### src/rtl/ysyx_25060170_fetch_unit_pkg.sv
// ============================================================================
// Module   : ysyx_25060170_pkg
// Brief    : Shared fetch-stage types and constants for the ysyx_25060170 core
// Revision : 1.0
// ============================================================================
`default_nettype none

package ysyx_25060170_pkg;

    typedef enum logic [2:0] {
        S_REQ   = 3'd0,
        S_WAIT  = 3'd1,
        S_VALID = 3'd2,
        S_EXEC  = 3'd3,
        S_ERR   = 3'd4
    } fetch_state_e;

    localparam logic [31:0] NOP_INST         = 32'h0000_0013;
    localparam logic [31:0] DEFAULT_RESET_PC = 32'h8000_0000;

endpackage

`default_nettype wire

### src/rtl/ysyx_25060170_fetch_unit_if.sv
// ============================================================================
// Module   : ysyx_25060170_fetch_unit_if
// Brief    : Instruction-memory request/response bus between fetch and memory
// Revision : 1.0
// ============================================================================
`default_nettype none

interface ysyx_25060170_fetch_unit_if;

    logic        imem_req_valid_o;
    logic        imem_req_ready_i;
    logic [31:0] imem_addr_o;
    logic        imem_rsp_valid_i;
    logic [31:0] imem_rsp_data_i;
    logic        imem_rsp_err_i;

    modport master (
        output imem_req_valid_o,
        output imem_addr_o,
        input  imem_req_ready_i,
        input  imem_rsp_valid_i,
        input  imem_rsp_data_i,
        input  imem_rsp_err_i
    );

    modport slave (
        input  imem_req_valid_o,
        input  imem_addr_o,
        output imem_req_ready_i,
        output imem_rsp_valid_i,
        output imem_rsp_data_i,
        output imem_rsp_err_i
    );

endinterface

`default_nettype wire

### src/rtl/ysyx_25060170_fetch_unit.sv
// ============================================================================
// Module   : ysyx_25060170_fetch_unit
// Brief    : Multi-cycle instruction fetch stage with sticky error state
// Revision : 1.0
// ============================================================================
`default_nettype none

module ysyx_25060170_fetch_unit
    import ysyx_25060170_pkg::*;
#(
    parameter logic [31:0] RESET_PC = DEFAULT_RESET_PC,
    parameter int unsigned TIMEOUT  = 255
) (
    input  wire logic                  clk,
    input  wire logic                  rst_n,
    ysyx_25060170_fetch_unit_if.master imem,
    output logic [31:0]                inst_o,
    output logic [31:0]                pc_o,
    output logic                       inst_valid_o,
    input  wire logic                  idu_ready_i,
    input  wire logic                  wb_valid_i,
    input  wire logic [31:0]           wb_next_pc_i,
    output logic                       fetch_err_o,
    output logic [31:0]                inst_cnt_o
);

    localparam int unsigned     CW        = $clog2(TIMEOUT + 1);
    localparam logic [CW-1:0]   TIMEOUT_V = CW'(TIMEOUT);

    fetch_state_e  state_q, state_d;
    logic [31:0]   pc_q, pc_d;
    logic [31:0]   inst_q, inst_d;
    logic [31:0]   cnt_q, cnt_d;
    logic [CW-1:0] wait_q, wait_d;

    always_ff @(posedge clk or negedge rst_n) begin
        if (!rst_n) begin
            state_q <= S_REQ;
            pc_q    <= RESET_PC;
            inst_q  <= NOP_INST;
            cnt_q   <= 32'd0;
            wait_q  <= '0;
        end else begin
            state_q <= state_d;
            pc_q    <= pc_d;
            inst_q  <= inst_d;
            cnt_q   <= cnt_d;
            wait_q  <= wait_d;
        end
    end

    always_comb begin
        state_d = state_q;
        pc_d    = pc_q;
        inst_d  = inst_q;
        cnt_d   = cnt_q;
        wait_d  = wait_q;
        unique case (state_q)
            S_REQ: begin
                if (imem.imem_req_ready_i) begin
                    state_d = S_WAIT;
                    wait_d  = '0;
                end
            end
            S_WAIT: begin
                // A response in the timeout cycle still wins over the timeout.
                if (imem.imem_rsp_valid_i) begin
                    if (imem.imem_rsp_err_i) begin
                        state_d = S_ERR;
                    end else begin
                        inst_d  = imem.imem_rsp_data_i;
                        state_d = S_VALID;
                    end
                end else if (wait_q == TIMEOUT_V) begin
                    state_d = S_ERR;
                end else begin
                    wait_d = wait_q + CW'(1);
                end
            end
            S_VALID: begin
                if (idu_ready_i) begin
                    state_d = S_EXEC;
                    cnt_d   = cnt_q + 32'd1;
                end
            end
            S_EXEC: begin
                if (wb_valid_i) begin
                    if (wb_next_pc_i[1:0] != 2'b00) begin
                        state_d = S_ERR;
                    end else begin
                        pc_d    = wb_next_pc_i;
                        state_d = S_REQ;
                    end
                end
            end
            S_ERR:   state_d = S_ERR;
            default: state_d = S_ERR;
        endcase
    end

    assign imem.imem_req_valid_o = (state_q == S_REQ);
    assign imem.imem_addr_o      = pc_q;
    assign inst_o                = inst_q;
    assign pc_o                  = pc_q;
    assign inst_valid_o          = (state_q == S_VALID);
    assign fetch_err_o           = (state_q == S_ERR);
    assign inst_cnt_o            = cnt_q;

endmodule

`default_nettype wire

### src/flat_wrapper.sv
// flat-port wrapper written by rule: the top's interface ports become plain ports
module ysyx_25060170_fetch_unit_flat import ysyx_25060170_pkg::*;
#(
    parameter logic [31:0] RESET_PC = DEFAULT_RESET_PC,
    parameter int unsigned TIMEOUT  = 255
)
  (clk, rst_n, inst_o, pc_o, inst_valid_o, idu_ready_i, wb_valid_i, wb_next_pc_i, fetch_err_o, inst_cnt_o, imem_imem_req_valid_o, imem_imem_addr_o, imem_imem_req_ready_i, imem_imem_rsp_valid_i, imem_imem_rsp_data_i, imem_imem_rsp_err_i);
  ysyx_25060170_fetch_unit_if imem_i ();
  input  wire logic clk;
  input  wire logic rst_n;
  output logic [31:0] inst_o;
  output logic [31:0] pc_o;
  output logic inst_valid_o;
  input  wire logic idu_ready_i;
  input  wire logic wb_valid_i;
  input  wire logic [31:0] wb_next_pc_i;
  output logic fetch_err_o;
  output logic [31:0] inst_cnt_o;
  output wire logic [$bits(imem_i.imem_req_valid_o)-1:0] imem_imem_req_valid_o;
  output wire logic [$bits(imem_i.imem_addr_o)-1:0] imem_imem_addr_o;
  input wire logic [$bits(imem_i.imem_req_ready_i)-1:0] imem_imem_req_ready_i;
  input wire logic [$bits(imem_i.imem_rsp_valid_i)-1:0] imem_imem_rsp_valid_i;
  input wire logic [$bits(imem_i.imem_rsp_data_i)-1:0] imem_imem_rsp_data_i;
  input wire logic [$bits(imem_i.imem_rsp_err_i)-1:0] imem_imem_rsp_err_i;
  assign imem_imem_req_valid_o = imem_i.imem_req_valid_o;
  assign imem_imem_addr_o = imem_i.imem_addr_o;
  assign imem_i.imem_req_ready_i = imem_imem_req_ready_i;
  assign imem_i.imem_rsp_valid_i = imem_imem_rsp_valid_i;
  assign imem_i.imem_rsp_data_i = imem_imem_rsp_data_i;
  assign imem_i.imem_rsp_err_i = imem_imem_rsp_err_i;
  ysyx_25060170_fetch_unit #(.RESET_PC(RESET_PC), .TIMEOUT(TIMEOUT)) u_core (.clk(clk), .rst_n(rst_n), .imem(imem_i), .inst_o(inst_o), .pc_o(pc_o), .inst_valid_o(inst_valid_o), .idu_ready_i(idu_ready_i), .wb_valid_i(wb_valid_i), .wb_next_pc_i(wb_next_pc_i), .fetch_err_o(fetch_err_o), .inst_cnt_o(inst_cnt_o));
endmodule
### config.mk
export PLATFORM = sky130hd
export DESIGN_NAME = ysyx_25060170_fetch_unit_flat
export DESIGN_NICKNAME = d
export VERILOG_FILES = /design/src/rtl/ysyx_25060170_fetch_unit_pkg.sv /design/src/rtl/ysyx_25060170_fetch_unit_if.sv /design/src/rtl/ysyx_25060170_fetch_unit.sv /design/src/flat_wrapper.sv
export SDC_FILE = /design/constraint.sdc
export NUM_CORES = 1
export LEC_CHECK = 0
export CAP_MARGIN = 20
export CORE_MARGIN = 2
export CORE_UTILIZATION = 39
export CTS_CLUSTER_SIZE = 28
export DETAILED_ROUTE_END_ITERATION = 6
export PLACE_DENSITY = 0.77
export SLEW_MARGIN = 20
export SYNTH_ARGS = -nofsm -noshare
export SYNTH_HDL_FRONTEND = slang
export SYNTH_SLANG_ARGS = --single-unit
export TNS_END_PERCENT = 100
### constraint.sdc
create_clock -name clk -period 2.3 [get_ports clk]
set_clock_uncertainty 0.1 [all_clocks]
set_input_delay 0.345 -clock clk [delete_from_list [all_inputs] [get_ports clk]]
set_output_delay 0.345 -clock clk [all_outputs]
set_load 0.1 [all_outputs]
## Word level (Yosys, flattened, before mapping)

Cells that the tools add are included.
W data, S select, Z words.

- Add/sub/neg operators: 2
- Multiply operators: 0
- Div/mod/pow operators: 0
- $lt $le $gt $ge: 0
- Equality and inequality tests: 11
- Shifts and indexed selects: 0
- Muxes and demuxes: 12
- Bitwise gates (word level): 2
- Reductions and logical operators: 8

Operators with widths:

| kind | count |
|---|---|
| $add A32 B1 Y32 const B | 1 |
| $mux W8 | 3 |
| $mux W3 | 7 |
| $pmux W8 S2 | 1 |
| $pmux W3 S4 | 1 |
| $add A8 B1 Y8 const B | 1 |
| $eq A8 B8 Y1 const B | 1 |
| $reduce_and A4 Y1 | 2 |
| $eq A3 B2 Y1 const B | 2 |
| $ne A2 B2 Y1 const B | 3 |
| $reduce_and A3 Y1 | 2 |
| $ne A2 B1 Y1 const B | 2 |
| $reduce_bool A2 Y1 | 2 |
| $eq A3 B1 Y1 const B | 1 |
| $eq A3 B3 Y1 const B | 1 |
| $logic_not A3 Y1 | 1 |
| $ne A3 B2 Y1 const B | 1 |
| $not A1 Y1 | 2 |
| $reduce_and A2 Y1 | 1 |

- Register bits: 107
- Latch bits: 0
- Bits in writable memories: 0
- Bits in read-only memories: 0
- Input bits: 71
- Output and inout bits: 131
- Logic and storage cells: 40
- Memories kept: 0

## Logic depth before layout (Yosys ltp)

- Word-level depth: 4
- Depth in mapped cells: 7
- Gate-level depth less buffers: 5

## Worst setup path before layout

Ideal clock, no wire load.

- Path kind: register to register
- Start point: register u_core.state_q[1]
- End point: register u_core.wait_q[5]
- Setup time: 0.118 ns
- Data arrival time: 3.776 ns
- Data required time: 2.082 ns
- Path slack: -1.694 ns
- Stages on the path, launching flop included: 6
- Buffers on the path: 1
- Clock period less this slack: 3.994 ns
- Cell sequence: dfrtp_1 buf_6 nor3_1 nand2_1 mux2_2 a21o_1

- Longest elaborated chain between the ends: 3
- Elaborated cells between the ends (all ways): 8
- Those cells by class: eq/ne: 4; mux: 1; reduce/logical: 3

RTL lines:

| item | line | source |
|---|---|---|
| from (decl) | ysyx_25060170_fetch_unit.sv:30 | `fetch_state_e state_q, state_d;` |
| from (signal assigned) | ysyx_25060170_fetch_unit.sv:44 | `state_q <= state_d;` |
| $logic_not A3 Y1 (*) | n/a |  |
| net imem_imem_req_valid_o | flat_wrapper.sv:19 | `output wire logic [$bits(imem_i.imem_req_valid_o)-1:0] imem_imem_req_valid_o;` |
| $ne A2 B1 Y1 (no source line) or $reduce_bool A2 Y1 (tied branches) | n/a |  |
| $reduce_and A4 Y1 (no source line) | n/a |  |
| to (signal assigned) | ysyx_25060170_fetch_unit.sv:48 | `wait_q <= wait_d;` |
| to (decl) | ysyx_25060170_fetch_unit.sv:34 | `logic [CW-1:0] wait_q, wait_d;` |

The timed path passes the listed nets; every way through them passes the cells marked *.
A chain may end at the register's enable or synchronous reset.

## Worst setup path after layout

- Start point: register u_core.state_q[2]
- End point: register u_core.cnt_q[22] (netlist: u_core.inst_cnt_o[22])

- Longest elaborated chain between the ends: 2

RTL lines:

| item | line | source |
|---|---|---|
| $eq A3 B2 Y1 | ysyx_25060170_fetch_unit.sv:58 | `unique case (state_q)` |
| $reduce_and A2 Y1 (no source line) | n/a |  |
| to (signal assigned) | ysyx_25060170_fetch_unit.sv:47 | `cnt_q <= cnt_d;` |
| to (decl) | ysyx_25060170_fetch_unit.sv:33 | `logic [31:0] cnt_q, cnt_d;` |

Every way passes these cells.

==> qor.txt <==
Top cells by area, synth: dfrtp_1, mux2_4, mux2_2
Final Slew Violations: 0
Hold Crit Class: in -> async
Syn. warnings: 0
Clock share of power: 0.190
Core area: 12,500 um2
Cts bufs inserted: 9
Drt drc: 0
Critical path origin: u_core.state_q[2]
Startpoint type of the worst setup path: flip-flop
Clk pin slew, worst setup/hold paths: 70 ps
Worst R2R End: u_core.inst_cnt_o[22]
CP delay by family, top: simple AND/OR/NAND/NOR gates
Fin. Hold Viols: 0
# Post-CTS Setup Buffers: 0
Worst R2R Start: u_core.state_q[2]
Filler cells: 1,073
Yosys top cell area share: 0.523
Top FF cell, synth: dfrtp_1
Logic pwr share: 0.494
Tcrit/Tclk final: 0.942
Post-Synthesis Cells: 381
Arrival time at the worst endpoint: 2350 ps
Area of the multi-input gates: 1870 um2
Initial drt markers: 208
Post-layout min period: 2170 ps
Pin count of the biggest net entering global routing: 107
Sinks on Clock Net: 107
Max Cap Viol: 0
RSZ-0062 raised after global routing: no
Switching portion of total power: 0.480
Synth area leader: dfrtp_1
Initial core utilization: 0.395
CP Data Required Time: 2480 ps
Htree depth: 3
Clk buf depth: 2
Area delta synth->final: 41.5%
GRT Util Overall: 0.171
Vias in the first global route: 3,497
Post-synth net total: 454
Synth Register Bits: 107
Crit. End Element: flip-flop
Endpoints failing setup: 0
Total global routing overflow: 0
Via count: 3,538
P_int: 4.08 mW
First-pass GRT wire length: 17,800 um
Outcome: finished, final reports clean
Vias per inst: 4.82
Peak Freq: 461 MHz
Mapped Area: 4930 um2
Synth top cells by count: dfrtp_1, mux2_2, buf_4
Drt pass-1 iters: 6
Register area share after synthesis: 0.545
Avg WL per Cell: 15.6 um
CP Buf/Inv Count: 1
ANT cells: 0
I/O Buffers: 201
Leading cell type by number of instances after synthesis: dfrtp_1
Avg Cell Area, Syn: 12.9 um2
Setup TNS: 0 ps
Reg2reg setup slack: 130 ps
P_sw: 3.76 mW
Cell Count Post-Placement: 717
Post-route ant nets: 0
Rel. slew slack: 0.630
EDFF count, synth: 0
Cell Pwr Density: 1130 nW/um2
DP Wirelength: 8380 um
Die height: 116 um
Post-Route WL: 11,500 um
Number of cells on the worst reg-to-reg path: 5
Pleak: 3.53 nW
Crit-path max cell delay: 540 ps
CP max FO: 10
Synth async-reset ratio: 1.00
Netlist cell types: 41
Die width: 116 um
Root Driver: clkbuf_16
Fin cells: 734
Die ar.: 13,500 um2
Placer Congestion: 0.831
Initial antenna violation count: 0
Slew @ Worst Pin: 555 ps
Slowest CP cell: or4_1
TritonCTS clock tree: done
Core Util, Final: 0.559
I/O pins: 202
Clk_lat worst skew: 350 ps
Maximum vdd drop: 0.664 mV
Register area: 2700 um2
CP Cell Sequence: or3b_4 > or4_1 > buf_4 > nor3_2 > xor2_1
Sequential group share of total power: 0.316
WS Path Type: reg -> reg
Share of post-route cells with drive strength above 1: 0.463
# rows: 41
Nets: 630
==> cells in the final DEF (no fill, tap or decap), types with 2 or more instances in the layout <==
master             n
nand2_1           16
nor3_1             5
mux2_4            29
dfrtp_1           88
mux2_2            35
o21ai_0            5
clkdlybuf4s50_1   69
clkbuf_8           3
xnor2_1            9
and3_1             6
dfrtp_2           15
nand4_1           11
buf_4            136
ha_1               2
and4_1             3
nor4_1             2
mux2i_1            2
nand3_1           16
and2_1             6
a21oi_1            5
nor2_1            11
buf_12             6
nor3_2            11
xor2_1            22
inv_1             10
dfstp_2            4
clkinvlp_4         2
clkbuf_16          9
nor3b_1            2
==> metal layers <==
metal,track usage,vias up,part of all wire
li1,-,1638,-
met1,0.206,1722,0.40
met2,0.292,159,0.50
met4,0.0754,0,0.019
met3,0.0400,19,0.075
met5,0,-,0
==> kinds of logic (layout without fill, tap and decap cells) <==
kind of cell,count (synthesis),in the layout,share of synthesized area
multiplexers,66,66,0.172
buffers and inverters,58,239,0.0782
AO/OA/AOI/OAI,19,19,0.0249
flip-flops,107,107,0.545
XOR/XNOR,31,31,0.0551
adder cells (fa/ha/maj),2,2,0.00508
AND/OR/NAND/NOR,98,98,0.120
==> worst max path at each step <==
stage	to	slack, ps	cells after the start
3_3_place_gp	u_core.inst_cnt_o[31]	150	5
6_report	u_core.inst_cnt_o[22]	130	5
5_1_grt	u_core.inst_cnt_o[28]	4	5
3_5_place_dp	u_core.inst_cnt_o[19]	90	5
2_1_floorplan	u_core.wait_q[5]	-50	4
4_1_cts	u_core.inst_cnt_o[30]	110	5
==> power groups by stage <==
stage                     Sequential (mW)  Combinational [mW]  Clock [mW]
after floorplan                      4.63               0.840           0
after global placement               2.48                3.87           0
after detailed placement             2.50                3.88           0
after CTS                            2.47                3.90        1.54
after global routing                 2.52                3.99        1.61
final                                2.48                3.88        1.49
==> final cells by class <==
type	instances	share of cell area
well taps	172	0.0309
multi-input cells	216	0.269
inverters	11	0.00646
flip-flops and latches	107	0.388
clock inverters	3	0.00305
repair buffers	212	0.264
clock buffers	13	0.0388
==> state kept, by name, indices dropped and copies added, names as in the netlist <==
| name | cells |
|---|---|
| u_core.inst_cnt_o | 32 |
| u_core.wait_q | 8 |
| u_core.state_q | 3 |
| u_core.imem.imem_addr_o | 32 |
| u_core.inst_o | 32 |
==> worst reg2reg max path, cell delays in order, from the launching register on <==
cell	delay (ps)
dfrtp_2	470
or3b_4	440
or4_1	540
buf_4	200
nor3_2	200
xor2_1	150
==> metrics by stage <==
stage	power (mW)	area, um2	hold slack, ps	setup WS [ps]
3_5_place_dp	6.39	6660	37.2	86.4
6_report	7.85	6970	237	133
3_3_place_gp	6.35	6660	36.3	146
5_1_grt	8.12	6970	223	4.27
4_1_cts	7.91	6970	196	109
2_1_floorplan	5.47	4960	-50.6	-49.0
==> timing repair <==
| action | in CTS | in global routing |
|---|---|---|
| endpoints found under the setup margin | 0 | 3 |
| endpoints found under the hold margin | 25 | 0 |
| hold buffers | 1 | 0 |
| resized for setup | 0 | 3 |
No activity file was read; power rests on OpenSTA's default activity.
